**config.mk**
```make
export PLATFORM = sky130hd
export DESIGN_NAME = csr_exec_unit
export DESIGN_NICKNAME = d
export VERILOG_FILES = /design/src/rtl/csr_pkg.sv /design/src/rtl/csr_exec_unit_cycle.sv /design/src/rtl/csr_exec_unit.sv
export SDC_FILE = /design/constraint.sdc
export NUM_CORES = 1
export LEC_CHECK = 0
export ABC_AREA = 1
export BUFFER_PORTS_ARGS = -buffer_cell sky130_fd_sc_hd__buf_2
export CORE_MARGIN = 3
export CORE_UTILIZATION = 30
export CTS_BUF_LIST = sky130_fd_sc_hd__clkbuf_4 sky130_fd_sc_hd__clkbuf_8 sky130_fd_sc_hd__clkbuf_16
export CTS_CLUSTER_SIZE = 20
export DETAILED_ROUTE_END_ITERATION = 10
export GPL_TIMING_DRIVEN = 0
export PLACE_DENSITY = 0.61
export SLEW_MARGIN = 20
export SYNTH_ARGS = -nofsm -noshare
export SYNTH_HDL_FRONTEND = slang
export SYNTH_SLANG_ARGS = --single-unit
```
**constraint.sdc**
```tcl
create_clock -name clk -period 7.3 [get_ports clk]
set_clock_uncertainty 0.05 [all_clocks]
set_input_delay 0.73 -clock clk [delete_from_list [all_inputs] [get_ports clk]]
set_output_delay 0.73 -clock clk [all_outputs]
set_load 0.02 [all_outputs]
```
**src/rtl/csr_pkg.sv**
```systemverilog
// Shared definitions for the machine-mode CSR block: addresses, funct3 encodings,
// mstatus bit positions and the read-modify-write helper.
package csr_pkg;

  localparam logic [11:0] CSR_MSTATUS  = 12'h300;
  localparam logic [11:0] CSR_MIE      = 12'h304;
  localparam logic [11:0] CSR_MTVEC    = 12'h305;
  localparam logic [11:0] CSR_MSCRATCH = 12'h340;
  localparam logic [11:0] CSR_MEPC     = 12'h341;
  localparam logic [11:0] CSR_MCAUSE   = 12'h342;
  localparam logic [11:0] CSR_MIP      = 12'h344;
  localparam logic [11:0] CSR_CYCLE    = 12'hC00;
  localparam logic [11:0] CSR_TIME     = 12'hC01;
  localparam logic [11:0] CSR_INSTRET  = 12'hC02;
  localparam logic [11:0] CSR_CYCLEH   = 12'hC80;
  localparam logic [11:0] CSR_TIMEH    = 12'hC81;
  localparam logic [11:0] CSR_INSTRETH = 12'hC82;

  localparam int MSTATUS_MIE_BIT  = 3;
  localparam int MSTATUS_MPIE_BIT = 7;

  typedef enum logic [2:0] {
    OP_ILL0 = 3'b000,
    OP_RW   = 3'b001,
    OP_RS   = 3'b010,
    OP_RC   = 3'b011,
    OP_ILL4 = 3'b100,
    OP_RWI  = 3'b101,
    OP_RSI  = 3'b110,
    OP_RCI  = 3'b111
  } csr_op_e;

  // kind is funct3[1:0]: 01 write, 10 set, 11 clear.
  function automatic logic [31:0] csr_apply(input logic [1:0] kind,
                                            input logic [31:0] old_val,
                                            input logic [31:0] src);
    case (kind)
      2'b01:   return src;
      2'b10:   return old_val | src;
      2'b11:   return old_val & ~src;
      default: return old_val;
    endcase
  endfunction

  function automatic logic [31:0] mstatus_pack(input logic mie, input logic mpie);
    logic [31:0] v;
    v = '0;
    v[MSTATUS_MIE_BIT]  = mie;
    v[MSTATUS_MPIE_BIT] = mpie;
    return v;
  endfunction

endpackage

```
**src/rtl/csr_exec_unit_cycle.sv**
```systemverilog
// Free-running 64-bit cycle counter; the first edge after reset release only
// arms the counter, so counting starts on the second edge.
module csr_cycle_counter (
  input  logic        clk,
  input  logic        rst,
  output logic [63:0] count_o
);

  logic        started_q;
  logic [63:0] count_q;

  always_ff @(posedge clk or posedge rst) begin
    if (rst) begin
      started_q <= 1'b0;
      count_q   <= '0;
    end else begin
      started_q <= 1'b1;
      if (started_q) begin
        count_q <= count_q + 64'd1;
      end
    end
  end

  assign count_o = count_q;

endmodule

```
**src/rtl/csr_exec_unit.sv**
```systemverilog
// Machine-mode CSR file executed in the EXE stage: combinational read/legality,
// edge-committed writes, trap entry and MRET return.
module csr_exec_unit
  import csr_pkg::*;
#(
  parameter logic [31:0] MTVEC_RST = 32'h0000_0000
) (
  input  logic        clk,
  input  logic        rst,
  input  logic        csr_valid,
  input  logic [11:0] csr_addr,
  input  logic [2:0]  csr_op,
  input  logic [31:0] rs1_data,
  input  logic [4:0]  rs1_idx,
  input  logic        stall,
  input  logic        flush,
  input  logic [63:0] instret,
  input  logic        trap_req,
  input  logic [31:0] trap_pc,
  input  logic [31:0] trap_cause,
  input  logic        mret_req,
  output logic [31:0] csr_rdata,
  output logic        csr_illegal,
  output logic [31:0] trap_vector,
  output logic [31:0] mepc_out,
  output logic        mie_global
);

  logic [63:0] cycle_cnt;

  csr_cycle_counter u_cycle_counter (
    .clk     (clk),
    .rst     (rst),
    .count_o (cycle_cnt)
  );

  logic        mst_mie_q, mst_mie_d, mst_mpie_q, mst_mpie_d;
  logic [31:0] mie_q, mie_d, mtvec_q, mtvec_d, mscratch_q, mscratch_d;
  logic [31:0] mepc_q, mepc_d, mcause_q, mcause_d;

  csr_op_e     op;
  logic        op_ok, wr_try, addr_impl, addr_ro, illegal, wr_en;
  logic [31:0] old_val, src_val, new_val;

  assign op = csr_op_e'(csr_op);

  always_comb begin
    old_val   = '0;
    addr_impl = 1'b1;
    case (csr_addr)
      CSR_MSTATUS:           old_val = mstatus_pack(mst_mie_q, mst_mpie_q);
      CSR_MIE:               old_val = mie_q;
      CSR_MTVEC:             old_val = mtvec_q;
      CSR_MSCRATCH:          old_val = mscratch_q;
      CSR_MEPC:              old_val = mepc_q;
      CSR_MCAUSE:            old_val = mcause_q;
      CSR_MIP:               old_val = '0;
      CSR_CYCLE, CSR_TIME:   old_val = cycle_cnt[31:0];
      CSR_INSTRET:           old_val = instret[31:0];
      CSR_CYCLEH, CSR_TIMEH: old_val = cycle_cnt[63:32];
      CSR_INSTRETH:          old_val = instret[63:32];
      default:               addr_impl = 1'b0;
    endcase
  end

  always_comb begin
    case (op)
      OP_RW, OP_RS, OP_RC, OP_RWI, OP_RSI, OP_RCI: op_ok = 1'b1;
      default:                                     op_ok = 1'b0;
    endcase
  end

  // Set/clear with a zero source is a pure read and never counts as a write.
  assign src_val = csr_op[2] ? {27'd0, rs1_idx} : rs1_data;
  assign wr_try  = (csr_op[1:0] == 2'b01) | (rs1_idx != 5'd0);
  assign addr_ro = (csr_addr[11:10] == 2'b11);
  assign illegal = csr_valid & (~addr_impl | ~op_ok | (wr_try & addr_ro));
  assign new_val = csr_apply(csr_op[1:0], old_val, src_val);
  assign wr_en   = csr_valid & ~stall & ~flush & ~illegal & ~trap_req & ~mret_req & wr_try;

  always_comb begin
    mst_mie_d  = mst_mie_q;
    mst_mpie_d = mst_mpie_q;
    mie_d      = mie_q;
    mtvec_d    = mtvec_q;
    mscratch_d = mscratch_q;
    mepc_d     = mepc_q;
    mcause_d   = mcause_q;
    if (trap_req) begin
      mepc_d     = trap_pc & 32'hFFFF_FFFC;
      mcause_d   = trap_cause;
      mst_mpie_d = mst_mie_q;
      mst_mie_d  = 1'b0;
    end else if (mret_req) begin
      mst_mie_d  = mst_mpie_q;
      mst_mpie_d = 1'b1;
    end else if (wr_en) begin
      case (csr_addr)
        CSR_MSTATUS: begin
          mst_mie_d  = new_val[MSTATUS_MIE_BIT];
          mst_mpie_d = new_val[MSTATUS_MPIE_BIT];
        end
        CSR_MIE:      mie_d      = new_val;
        CSR_MTVEC:    mtvec_d    = new_val;
        CSR_MSCRATCH: mscratch_d = new_val;
        CSR_MEPC:     mepc_d     = new_val & 32'hFFFF_FFFC;
        CSR_MCAUSE:   mcause_d   = new_val;
        default: ;
      endcase
    end
  end

  always_ff @(posedge clk or posedge rst) begin
    if (rst) begin
      mst_mie_q  <= 1'b0;
      mst_mpie_q <= 1'b0;
      mie_q      <= '0;
      mtvec_q    <= MTVEC_RST;
      mscratch_q <= '0;
      mepc_q     <= '0;
      mcause_q   <= '0;
    end else begin
      mst_mie_q  <= mst_mie_d;
      mst_mpie_q <= mst_mpie_d;
      mie_q      <= mie_d;
      mtvec_q    <= mtvec_d;
      mscratch_q <= mscratch_d;
      mepc_q     <= mepc_d;
      mcause_q   <= mcause_d;
    end
  end

  assign csr_rdata   = (csr_valid & addr_impl) ? old_val : 32'd0;
  assign csr_illegal = illegal;
  assign trap_vector = {mtvec_q[31:2], 2'b00};
  assign mepc_out    = mepc_q;
  assign mie_global  = mst_mie_q;

endmodule

```
==> flow_summary.ini <==
[finish]
area_delta_synth_final_pct = 21.8
fraction_of_layout_cells_with_a_size_suffix_above_1 = 0.167
finalNetCount = 2765
antenna_cells = 0
post_layout_utilization_of_the_core = 0.373

[global_routing]
grt_pass1_wl_um = 103000
antenna_found_initial = 1
pin_count_of_the_biggest_net_entering_global_routing = 82
grt_pass1_vias = 16255
global_route.overflow_total = 0
grt_util_all_layers = 0.266

[logic_synthesis]
netlist_area_mm2 = 0.0147
yosys_warnings = 0
ys_dominant_reg_cell = dfrtp_1
synth_seq_cells = 225
postSynthCellCount = 2265
synthArstFlopShare = 1.00
seq_area_frac_synth = 0.383
number_of_distinct_library_cell_variants_in_the_gate_level_netlist_after_synthesis = 34
syn_avg_cell_area_um2 = 6.50
synth_edf_count = 0

[setup_path]
r2r_setup_slack_ns = 4.47
critical_path.startpoint = csr_addr[3]
cp_common_cell = nor2_1
crit-reg2reg-launch = u_cycle_counter.started_q$_DFF_PP0_
worstReg2RegEnd = u_cycle_counter.count_o[55]$_DFFE_PP0P_
arrival_ns = 3.41
critical_path_endpoint = csr_rdata[31]
crit_chain = buf_2 -> nor2_1 -> inv_2 -> nor2_1 -> nand2_2 -> buf_1 -> nor2_1 -> nor2_1 -> nand3_1 -> nand2_1 -> inv_1 -> buf_2
maximum_fanout_along_the_worst_path = 10
timing.reg2reg.worst_path_depth = 7
crit_type = in2out
cp_slowest_stage_delay_ns = 0.63
start_kind = primary input
crit_end_element = output pin
cpMaxStageDelayCell = nor2_1
worst_ep_required_time_ns = 6.52

[routing]
drt-pass1-iter-count = 6
detail_route.wl_per_cell_um = 21.4
detail_route.vias_per_cell = 5.15
routed_wl_um = 69700
dr.first_iter.drc_count = 1502
drc_violations = 0
routed_antenna_nets = 0
num_vias = 16752

[sta]
timing_max_transition_violations_final = 0
grt_setup_unrepaired = no
worstMarginPinSlew_ns = 1.17
relSlewSlack = 0.212
achievable-frequency_ghz = 0.239
final_hold_vio_count = 0
setup_viol_count_final = 0
layout_min_cycle_time_ns = 4.19
final_min_period_over_clock_period = 0.574

[clocking]
clk_latency_worst_skew_pair_ns = 0.58
clock_tree_from_tritoncts = built
cts_htree_levels = 1
clockBufferDepth = 3
cts_inserted_buffers = 28
hold_buffers = 0
clock_pin_slew_on_the_worst_setup_and_hold_paths_ns = 0.06
numClockSinks = 225
cts_repair_resize_count = 0
cts.repair_timing.setup_buffer_count = 0
root_buffer = clkbuf_16

[power]
seq_power_share = 0.429
cellLeakagePower_nw = 10.3
total_power_mw = 3.19
p_int_mw = 2.26
p_sw_uw = 935
clockPowerShare = 0.447
vdd_drop_max_mv = 0.181
pwr_per_cell_area_mw_per_mm2 = 178
comb_power_share = 0.124
sw_frac = 0.293

[placed_design]
place.detailed.hpwl_um = 56900
rd_place_congestion = 0.979
port-buffer-count = 277

[min_path]
path_class_of_the_lowest_slack_min_delay_path = in2async

[floorplanning]
core_box_area_mm2 = 0.0481
die_width_um = 228
initial_utilization = 0.306
io_pins = 285
die_area_mm2 = 0.0518
die_height_um = 228
rows = 80

[status]
run_status = completed

[flow_run]
max_cap_violations = 0
-- per-stage QoR --
| stage | hold WS (ns) | area, µm² | setup TNS (ns) | std cells | setup WS (ns) |
|---|---|---|---|---|---|
| after floorplan | 0.396 | 14700 | 0 | 2268 | 0.357 |
| after global placement | 0.412 | 16900 | -615.19 | 3201 | -2.78 |
| after detailed placement | 0.417 | 17000 | 0 | 3203 | 3.20 |
| after CTS | 0.212 | 17900 | 0 | 3254 | 3.19 |
| after global routing | 0.250 | 17900 | 0 | 3254 | 3.07 |
| final | 0.199 | 17900 | 0 | 3254 | 3.11 |
-- cells in the mapped netlist, types with 2 or more instances --
library cell  number  area [µm²]
nand4_1           20         125
conb_1             2        7.51
clkbuf_1          64         240
dfrtp_1          225        5630
and3_1             2        12.5
nand4_2            2        25.0
nand2_2            2        12.5
xor2_1            38         333
nor2_2             4        25.0
inv_1            195         732
mux2_2             5        56.3
nor2_8             3        60.1
buf_4             39         293
o21ai_0          131         656
buf_2             39         195
a21oi_1            3        15.0
nand3_1          361        1810
xnor2_1           23         201
nor3_1            19        95.1
o21ai_1           22         110
nand2_1          824        3090
nor4_1            15        93.8
nor2_1           197         739
inv_2              5        18.8
buf_1             16        60.1
-- sequential cells by signal, indices dropped and copies added, names as in the netlist --
name and cells:
u_cycle_counter.count_o 64, mcause_q 32, mie_q 32, mscratch_q 32, mtvec_q 32, mepc_out 30, mie_global 1, mst_mpie_q 1
u_cycle_counter.started_q 1
-- critical path: cells and delay by family --
| family | cells | cell delay [ns] |
|---|---|---|
| buffers and inverters | 5 | 0.85 |
| AND/OR/NAND/NOR | 7 | 1.82 |
-- layout make-up --
cell class | count | area (µm²)
fillers | 5326 | 30200
multi-input cells | 1684 | 7550
flip-flops and latches | 225 | 5630
repair buffers | 279 | 1440
clock buffers | 41 | 842
well taps | 656 | 821
plain buffers | 159 | 800
inverters | 200 | 758
clock inverters | 10 | 92.6
-- layout by cell type (no fill, tap or decap), drive strengths merged, types with 8 or more instances in the layout --
master  count
nand2     826
buf       374
nand3     362
dfrtp     225
nor2      204
inv       200
o21ai     153
clkbuf    105
xor2       38
xnor2      23
nand4      22
nor3       20
nor4       16
clkinv      8
-- how the worst min path moves through the flow --
stage,end,depth (start not counted),start
2_1_floorplan,u_cycle_counter.count_o[63]$_DFFE_PP0P_,1,u_cycle_counter.count_o[63]$_DFFE_PP0P_
3_3_place_gp,mscratch_q[29]$_DFFE_PP0P_,2,mscratch_q[29]$_DFFE_PP0P_
3_5_place_dp,u_cycle_counter.count_o[63]$_DFFE_PP0P_,1,u_cycle_counter.count_o[63]$_DFFE_PP0P_
4_1_cts,mie_q[4]$_DFFE_PP0P_,2,rst
5_1_grt,u_cycle_counter.count_o[11]$_DFFE_PP0P_,2,rst
6_report,u_cycle_counter.count_o[27]$_DFFE_PP0P_,2,rst
-- routing by layer --
| layer | track usage | vias to the layer above | routed length (µm) |
|---|---|---|---|
| met5 | 0 | - | 0 |
| met2 | 0.434 | 815 | 32200 |
| li1 | - | 7767 | - |
| met4 | 0.103 | 0 | 3060 |
| met1 | 0.359 | 8018 | 29100 |
| met3 | 0.0382 | 152 | 5440 |
-- cell families after synthesis --
logic type,Yosys count,share of synthesized area
simple gates,1456,0.418
fa+ha+maj,1,0.000850
mux,5,0.00382
other cells,2,0.000510
buf+inv,359,0.105
xor+xnor,61,0.0363
compound gates,156,0.0530
flops,225,0.383
-- power groups by stage --
| stage | registers, mW | clock network [mW] | logic [mW] |
|---|---|---|---|
| after global placement | 1.39 | 0 | 0.384 |
| final | 1.37 | 1.42 | 0.397 |
| after floorplan | 1.38 | 0 | 0.195 |
| after global routing | 1.38 | 1.48 | 0.437 |
| after detailed placement | 1.39 | 0 | 0.392 |
| after CTS | 1.37 | 1.43 | 0.394 |
Power figures use the tool's default switching activity.
